**src/rtl/uart_rx_os_pkg.sv**
```systemverilog
// Shared types and constants for the oversampling UART receiver.
// Defining UART_RX_PARITY_EN adds the PARITY state usage in uart_rx_os.
package uart_rx_os_pkg;

    localparam int unsigned UART_RX_MIN_BAUD = 3;
    localparam int unsigned DATA_W           = 8;
    localparam int unsigned CNT_W            = 32;
    localparam int unsigned BIT_IDX_W        = 3;

    typedef enum logic [2:0] {
        UART_RX_IDLE   = 3'd0,
        UART_RX_START  = 3'd1,
        UART_RX_DATA   = 3'd2,
        UART_RX_STOP   = 3'd3,
        UART_RX_PARITY = 3'd4
    } uart_rx_state_e;

    // Even parity bit: makes the total count of ones in byte + parity even.
    function automatic logic even_parity(input logic [DATA_W-1:0] b);
        return ^b;
    endfunction

endpackage

```
**src/rtl/uart_rx_os_sync_ff.sv**
```systemverilog
// N-flop synchronizer with reset value 1 (UART line idle level).
module sync_ff #(
    parameter int unsigned N = 2
) (
    input  logic clk,
    input  logic rst_n,
    input  logic d,
    output logic q
);

    logic [N-1:0] sync_q;
    logic [N-1:0] sync_d;

    always_comb begin
        sync_d = {sync_q[N-2:0], d};
    end

    always_ff @(posedge clk or negedge rst_n) begin
        if (!rst_n) begin
            sync_q <= '1;
        end else begin
            sync_q <= sync_d;
        end
    end

    assign q = sync_q[N-1];

endmodule

```
**src/rtl/uart_rx_os.sv**
```systemverilog
// 8N1 UART receiver: mid-bit sampling, start-glitch rejection, framing/overrun flags, valid/ready output.
// Define UART_RX_PARITY_EN to add an even-parity bit and the parity_err port.
module uart_rx_os
    import uart_rx_os_pkg::*;
#(
    parameter int unsigned SYNC_STAGES = 2
) (
    input  logic              clk,
    input  logic              rst_n,
    input  logic              rx,
    input  logic [CNT_W-1:0]  baud_div,
    output logic [DATA_W-1:0] rx_data,
    output logic              rx_valid,
    input  logic              rx_ready,
    output logic              frame_err,
    output logic              overrun,
`ifdef UART_RX_PARITY_EN
    output logic              parity_err,
`endif
    input  logic              err_clr,
    output logic              busy
);

    logic rx_s;
    logic rx_s_d_q;

    sync_ff #(.N(SYNC_STAGES)) u_sync (
        .clk   (clk),
        .rst_n (rst_n),
        .d     (rx),
        .q     (rx_s)
    );

    uart_rx_state_e        state_q,     state_d;
    logic [CNT_W-1:0]      bdiv_q,      bdiv_d;
    logic [CNT_W-1:0]      cnt_q,       cnt_d;
    logic [BIT_IDX_W-1:0]  bit_idx_q,   bit_idx_d;
    logic [DATA_W-1:0]     shreg_q,     shreg_d;
    logic [DATA_W-1:0]     rx_data_q,   rx_data_d;
    logic                  rx_valid_q,  rx_valid_d;
    logic                  frame_err_q, frame_err_d;
    logic                  overrun_q,   overrun_d;
    logic                  busy_q,      busy_d;
    logic                  parity_good_c;
    logic                  byte_done_c;
`ifdef UART_RX_PARITY_EN
    logic                  parity_ok_q,  parity_ok_d;
    logic                  parity_err_q, parity_err_d;
    assign parity_good_c = parity_ok_q;
`else
    assign parity_good_c = 1'b1;
`endif

    // Next-state, datapath and handshake logic.
    always_comb begin
        state_d     = state_q;
        bdiv_d      = bdiv_q;
        cnt_d       = (state_q == UART_RX_IDLE) ? '0 : CNT_W'(cnt_q + CNT_W'(1));
        bit_idx_d   = bit_idx_q;
        shreg_d     = shreg_q;
        rx_data_d   = rx_data_q;
        rx_valid_d  = rx_valid_q;
        frame_err_d = err_clr ? 1'b0 : frame_err_q;
        overrun_d   = err_clr ? 1'b0 : overrun_q;
        byte_done_c = 1'b0;
`ifdef UART_RX_PARITY_EN
        parity_ok_d  = parity_ok_q;
        parity_err_d = err_clr ? 1'b0 : parity_err_q;
`endif

        case (state_q)
            UART_RX_IDLE: begin
                if (rx_s_d_q && !rx_s) begin
                    state_d = UART_RX_START;
                    bdiv_d  = baud_div;
                end
            end
            UART_RX_START: begin
                if (cnt_q == (bdiv_q >> 1)) begin
                    cnt_d = '0;
                    if (!rx_s) begin
                        state_d   = UART_RX_DATA;
                        bit_idx_d = '0;
`ifdef UART_RX_PARITY_EN
                        parity_ok_d = 1'b1;
`endif
                    end else begin
                        state_d = UART_RX_IDLE;
                    end
                end
            end
            UART_RX_DATA: begin
                if (cnt_q == bdiv_q) begin
                    cnt_d     = '0;
                    shreg_d   = {rx_s, shreg_q[DATA_W-1:1]};
                    bit_idx_d = BIT_IDX_W'(bit_idx_q + BIT_IDX_W'(1));
                    if (bit_idx_q == BIT_IDX_W'(DATA_W - 1)) begin
`ifdef UART_RX_PARITY_EN
                        state_d = UART_RX_PARITY;
`else
                        state_d = UART_RX_STOP;
`endif
                    end
                end
            end
`ifdef UART_RX_PARITY_EN
            UART_RX_PARITY: begin
                if (cnt_q == bdiv_q) begin
                    cnt_d   = '0;
                    state_d = UART_RX_STOP;
                    if (rx_s != even_parity(shreg_q)) begin
                        parity_ok_d  = 1'b0;
                        parity_err_d = 1'b1;
                    end
                end
            end
`endif
            UART_RX_STOP: begin
                if (cnt_q == bdiv_q) begin
                    cnt_d   = '0;
                    state_d = UART_RX_IDLE;
                    if (!rx_s) begin
                        frame_err_d = 1'b1;
                    end else if (parity_good_c) begin
                        byte_done_c = 1'b1;
                    end
                end
            end
            default: begin
                state_d = UART_RX_IDLE;
                cnt_d   = '0;
            end
        endcase

        if (rx_valid_q && rx_ready) begin
            rx_valid_d = 1'b0;
        end
        // A completing byte may only replace the held one if it is consumed this cycle.
        if (byte_done_c) begin
            if (!rx_valid_q || rx_ready) begin
                rx_data_d  = shreg_q;
                rx_valid_d = 1'b1;
            end else begin
                overrun_d = 1'b1;
            end
        end

        busy_d = (state_d != UART_RX_IDLE);
    end

    always_ff @(posedge clk or negedge rst_n) begin
        if (!rst_n) begin
            rx_s_d_q    <= 1'b1;
            state_q     <= UART_RX_IDLE;
            bdiv_q      <= '0;
            cnt_q       <= '0;
            bit_idx_q   <= '0;
            shreg_q     <= '0;
            rx_data_q   <= '0;
            rx_valid_q  <= 1'b0;
            frame_err_q <= 1'b0;
            overrun_q   <= 1'b0;
            busy_q      <= 1'b0;
`ifdef UART_RX_PARITY_EN
            parity_ok_q  <= 1'b1;
            parity_err_q <= 1'b0;
`endif
        end else begin
            rx_s_d_q    <= rx_s;
            state_q     <= state_d;
            bdiv_q      <= bdiv_d;
            cnt_q       <= cnt_d;
            bit_idx_q   <= bit_idx_d;
            shreg_q     <= shreg_d;
            rx_data_q   <= rx_data_d;
            rx_valid_q  <= rx_valid_d;
            frame_err_q <= frame_err_d;
            overrun_q   <= overrun_d;
            busy_q      <= busy_d;
`ifdef UART_RX_PARITY_EN
            parity_ok_q  <= parity_ok_d;
            parity_err_q <= parity_err_d;
`endif
        end
    end

    assign rx_data   = rx_data_q;
    assign rx_valid  = rx_valid_q;
    assign frame_err = frame_err_q;
    assign overrun   = overrun_q;
    assign busy      = busy_q;
`ifdef UART_RX_PARITY_EN
    assign parity_err = parity_err_q;
`endif

endmodule

```
**config.mk**
```make
export PLATFORM = sky130hd
export DESIGN_NAME = uart_rx_os
export DESIGN_NICKNAME = d
export VERILOG_FILES = /design/src/rtl/uart_rx_os_pkg.sv /design/src/rtl/uart_rx_os_sync_ff.sv /design/src/rtl/uart_rx_os.sv
export SDC_FILE = /design/constraint.sdc
export NUM_CORES = 1
export LEC_CHECK = 0
export ABC_AREA = 1
export BUFFER_PORTS_ARGS = -buffer_cell sky130_fd_sc_hd__buf_2
export CAP_MARGIN = 20
export CORE_ASPECT_RATIO = 0.9
export CORE_MARGIN = 10
export CORE_UTILIZATION = 40
export DETAILED_ROUTE_END_ITERATION = 7
export PLACE_DENSITY = 0.68
export SLEW_MARGIN = 10
export SYNTH_ARGS = -nofsm -noshare
export SYNTH_HDL_FRONTEND = slang
export SYNTH_SLANG_ARGS = --single-unit
```
**constraint.sdc**
```tcl
create_clock -name clk -period 2.26 [get_ports clk]
set_clock_uncertainty 0.2 [all_clocks]
set_input_delay 0.113 -clock clk [delete_from_list [all_inputs] [get_ports clk]]
set_output_delay 0.113 -clock clk [all_outputs]
set_load 0.005 [all_outputs]
```
==> After elaboration in Yosys (flattened, before gate mapping) <==
Cells that the tools add are included.
{ "totals": {"ff_bits": 93, "inputBits": 37} }
{ "classes": {"n_addsub": 2, "eq_ne": 9, "mux": 28, "n_reduce_logical": 13} }
{ "op_table": {"columns": ["cell", "count"], "rows": [
  ["32-bit two-way mux", 3],
  ["32-bit case mux with 3 select lines", 1],
  ["32-bit by 1-bit adder with 32-bit output (second input constant)", 1],
  ["32-bit by 31-bit == test with 1-bit output", 1],
  ["32-bit == test", 1],
  ["3-bit two-way mux", 8],
  ["1-bit two-way mux", 13],
  ["3-bit case mux with 4 select lines", 1],
  ["3-bit by 2-bit == test with 1-bit output (second input constant)", 2],
  ["2-bit inequality test (second input constant)", 3],
  ["3-bit case mux with 2 select lines", 1],
  ["2-bit AND reduction", 3],
  ["4-bit AND reduction", 1],
  ["3-bit by 1-bit adder with 3-bit output (second input constant)", 1],
  ["3-bit by 1-bit == test with 1-bit output (second input constant)", 1],
  ["3-bit == test (second input constant)", 1],
  ["3-bit zero test", 1],
  ["3-bit nonzero test", 1],
  ["1-bit logical AND", 2],
  ["1-bit zero test", 2],
  ["2-bit two-way mux", 1],
  ["2-bit nonzero test", 1],
  ["2-bit OR reduction", 1],
  ["1-bit logical OR", 1]
]} }

==> Logic depth before layout (Yosys ltp) <==
{ "depth": {"word_depth": 5, "ltp_mapped": 15, "depth_no_buf": 13} }

==> Cells and area by module <==
Synthesis repeated with hierarchy kept, for this count alone.
{ "hier_totals": {"cells_unflattened": 721, "area_unflattened_um2": 5208.7} }
{ "by_module_without_submodules": {"columns": ["module", "n_inst", "cells_each", "area_per_inst_um2", "seq_area_each_um2"], "rows": [
  ["uart_rx_os", 1, 719, 5156.2, 2278.4],
  ["sync_ff", 1, 2, 52.6, 52.6]
]} }

==> Worst setup path after synthesis <==
No wires, ideal clock.
{ "synth_path": {"kind": "register to register", "startpoint": "register cnt_q[8]", "endpoint": "register cnt_q[19]", "setup_ns": 0.118, "t_arrival_ns": 1.448, "t_required_ns": 1.942, "path_slack_ns": 0.494, "path_stages_with_launch": 13, "path_buffers": 2, "synth_period_minus_slack_ns": 1.766, "cell_sequence": "dfrtp_1 > clkbuf_2 > xnor2_1 > nand2_1 > nor2_1 > nand2_1 > nor2_1 > nand2_2 > nand2_1 > nand2_1 > inv_2 > buf_6 > nor2_1"} }
{ "synth_between": {"elab_chain_cells": 4} }
{ "synth_lines": {"columns": ["element", "line_no", "text"], "rows": [
  ["from (decl)", "uart_rx_os.sv:36", "logic [CNT_W-1:0] cnt_q, cnt_d;"],
  ["from (signal assigned)", "uart_rx_os.sv:172", "cnt_q <= cnt_d;"],
  ["32-bit by 1-bit adder with 32-bit output", "uart_rx_os.sv:58", "cnt_d = (state_q == UART_RX_IDLE) ? '0 : CNT_W'(cnt_q + CNT_W'(1));"],
  ["32-bit two-way mux", "uart_rx_os.sv:58", null],
  ["32-bit two-way mux (on tied branches)", "uart_rx_os.sv:93, uart_rx_os.sv:119, uart_rx_os.sv:79", null],
  ["32-bit case mux with 3 select lines *", "uart_rx_os.sv:71", "case (state_q)"],
  ["net cnt_d[19]", "uart_rx_os.sv:36", null]
]} }
Mark *: on every way through the listed nets, which the timed path passes. The rest lies on a longest branch.
A chain may end at the register's enable or synchronous reset.

==> Worst setup path after layout <==
{ "layout_path": {"startpoint": "register cnt_q[8]", "endpoint": "register cnt_q[20]"} }
Same word-level chain as after synthesis.

==> results.md <==
- Status: finished clean
- Wirelength per Cell: 15.5 µm
- DRT Pass-1 Iters: 5
- Largest net degree at the start of global routing: 42
- TritonCTS clock tree: done
- Final Hold Violating Endpoints: 0
- Syn-to-layout area delta: 22.8%
- Most frequent cells in the layout: nand2_1 (263), dfrtp_1 (89), inv_1 (76)
- Final setup fails: 0
- Final period utilization: 0.951
- Final min period: 2.15 ns
- Area after DPL: 5640 µm²
- Die ar.: 17,700 µm²
- Yosys cell types: 35
- Startpoint Class: flop
- Initial antenna violation count: 0
- Most frequent CP cell: nand2_1
- Mux cell area share after synthesis: 0
- Largest family of logic cells by synthesized area: simple AND/OR/NAND/NOR gates
- Synth Instances: 692
- Clk slew on worst S/H paths: 0.07 ns
- PortBufs: 48
- Core area: 12,600 µm²
- Routed Wire Length: 14,800 µm
- Crit path kind: reg2reg
- First-pass GRT wire length: 24,300 µm
- #FFs+latches synth: 93
- Vias in the first global route: 4,610
- 1st-iter DRT viols: 451
- Die W: 139 µm
- Clock sinks: 93
- Post-Syn Area: 5120 µm²
- Initial core utilization: 0.406
- Gr usage total: 0.171
- Max Cap Viol: 0
- Clock tree buffer depth: 2
- Row count: 39
- Crit-path slowest cell: dfrtp_1
- Seq/Total Area, Yosys: 0.456
- Final #Nets: 825
- Dominant cell type by area after synthesis: dfrtp_1
- Critical Path RT: 2.30 ns
- Max-slew violation count: 0
- Power Density: 646 nW/µm²
- Grt ovf: 0
- RR Startpoint: cnt_q[8]
- Syn Area/Cell: 7.40 µm²
- XOR/XNOR Fraction of Synth Area: 0.0787
- Post-route ant nets: 0
- Most common cell after layout, fill and taps aside: nand2_1
- Power Total: 4060 µW
- Fin area: 6280 µm²
- Setup tns final: 0 ns
- I/O Pins: 49
- Die Height: 127 µm
- Worst path cell trace: xnor2_1 > nand2_1 > nor2_1 > nand2_1 > nor2_1 > nand2_2 > nand2_1 > nand2_1 > inv_2 > buf_12 > nor2_1
- CP top delay family: simple AND/OR/NAND/NOR gates
- Post-CTS setup buffers: 0
- Cell leakage power: 0.00295 µW
- Critical path buffer and inverter count: 2
- Critical path endpoint category: flop
- Crit-path max FO: 19
- Yosys warnings: 0
- Adder-Cell Fraction of Synth Area: 0.00733
- Clock root cell: clkbuf_16
- Syn Nets: 732
- Simple-gate portion of the synthesized area: 0.338
- CP startpoint: cnt_q[8]
- Arr. time, crit path: 2.19 ns
- Final core occ: 0.499
- Routability cong.: 1.01
- Synth Area in Compound Gates: 0.0369
- Worst path max stage delay: 0.49 ns
- Detailed Place HPWL: 11,400 µm
- DRC: 0
- Synth area leaders: dfrtp_1 (44%), nand2_1 (19%), inv_1 (5.6%), nor2_1 (5.6%), xor2_1 (4.4%)
- Hold Crit Class: in2async
- Max frequency: 0.465 GHz
- Share of cells above drive strength 1: 0.139
- H-tree depth: 3
- Skew-Pair Late Insertion Delay: 0.36 ns
- Vias: 4,652
- Avg Vias per Cell: 4.88
- Worst VDD drop: 377 µV
- Diode count: 0
- Synth top area share: 0.440
- CTS buffer count: 9
## final cells by class
| cell class | count | area (µm²) |
|---|---|---|
| clock buffers | 10 | 229 |
| clock inverters | 6 | 47.5 |
| fillers | 1239 | 6300 |
| inverters | 88 | 334 |
| multi-input cells | 495 | 2380 |
| flip-flops and latches | 93 | 2330 |
| well taps | 164 | 205 |
| repair buffers | 98 | 756 |
## logic make-up after synthesis
logic type,after synthesis
AO/OA/AOI/OAI,35
XOR/XNOR,46
adder cells (fa/ha/maj),3
buffers and inverters,104
flip-flops,93
other,1
AND/OR/NAND/NOR,410
## registers in the layout, indices dropped and copies added (netlist names), 2 cells and up
name	flops
shreg_q	8
rx_data	8
u_sync.sync_q	2
cnt_q	32
state_q	3
bdiv_q	32
bit_idx_q	3
## worst paths after layout
kind | endpoint | slack (ns) | cells after the start
min in group clk | rx_valid | 0.13 | 4
max in group asynchronous | cnt_q[20] | 1.19 | 3
max | cnt_q[20] | 0.11 | 11
min reg2reg | u_sync.sync_q[1] | 0.15 | 0
min | rx_data[5] | 0.04 | 2
max reg2reg | cnt_q[20] | 0.11 | 11
## stage by stage
| step | hold slack, ns | setup slack (ns) | std cells |
|---|---|---|---|
| after global placement | -0.107 | 0.162 | 903 |
| after detailed placement | -0.107 | 0.151 | 903 |
| after global routing | 0.0766 | -0.00638 | 954 |
| final | 0.0354 | 0.111 | 954 |
| after CTS | 0.0491 | 0.130 | 954 |
| after floorplan | -0.383 | 0.494 | 692 |
## routing by layer
metal  GRT usage  up-vias  share of wire
met4      0.0638        0          0.020
met2       0.263      146           0.45
met5           0        -              0
met3      0.0419       22          0.057
li1            -     2315              -
met1       0.229     2169           0.47
## synth_stat cells (all sizes together)
cell    count
ha          3
nor2       79
clkinv      2
nand2     266
a21oi       2
clkbuf      9
and3        1
inv        86
a22oi       1
dfstp       3
nand4      29
a32o        1
or2         1
xnor2      20
xor2       26
nor3       15
nor4        1
dfrtp      90
nand3      18
conb        1
o31ai       1
buf         7
o21ai      30
## report_power, final
part,total (µW),internal [µW],leakage [µW],switching [µW]
sequential,1930,1790,0.00123,133
clock,1450,756,0.000133,691
combinational,685,282,0.00159,402
total,4060,2830,0.00295,1230
## worst reg2reg max path, cell delays in order (launching register included)
cell and delay, ns:
dfrtp_1 0.49, xnor2_1 0.27, nand2_1 0.08, nor2_1 0.11, nand2_1 0.05, nor2_1 0.22, nand2_2 0.13, nand2_1 0.10
nand2_1 0.06, inv_2 0.10, buf_12 0.16, nor2_1 0.08
## repair_timing
action | CTS | global route
endpoints found under the hold margin | 128 | 0
setup endpoints to repair | 0 | 30
resized for setup | 0 | 6
hold buffers | 35 | 0
Power figures use the tool's default switching activity.
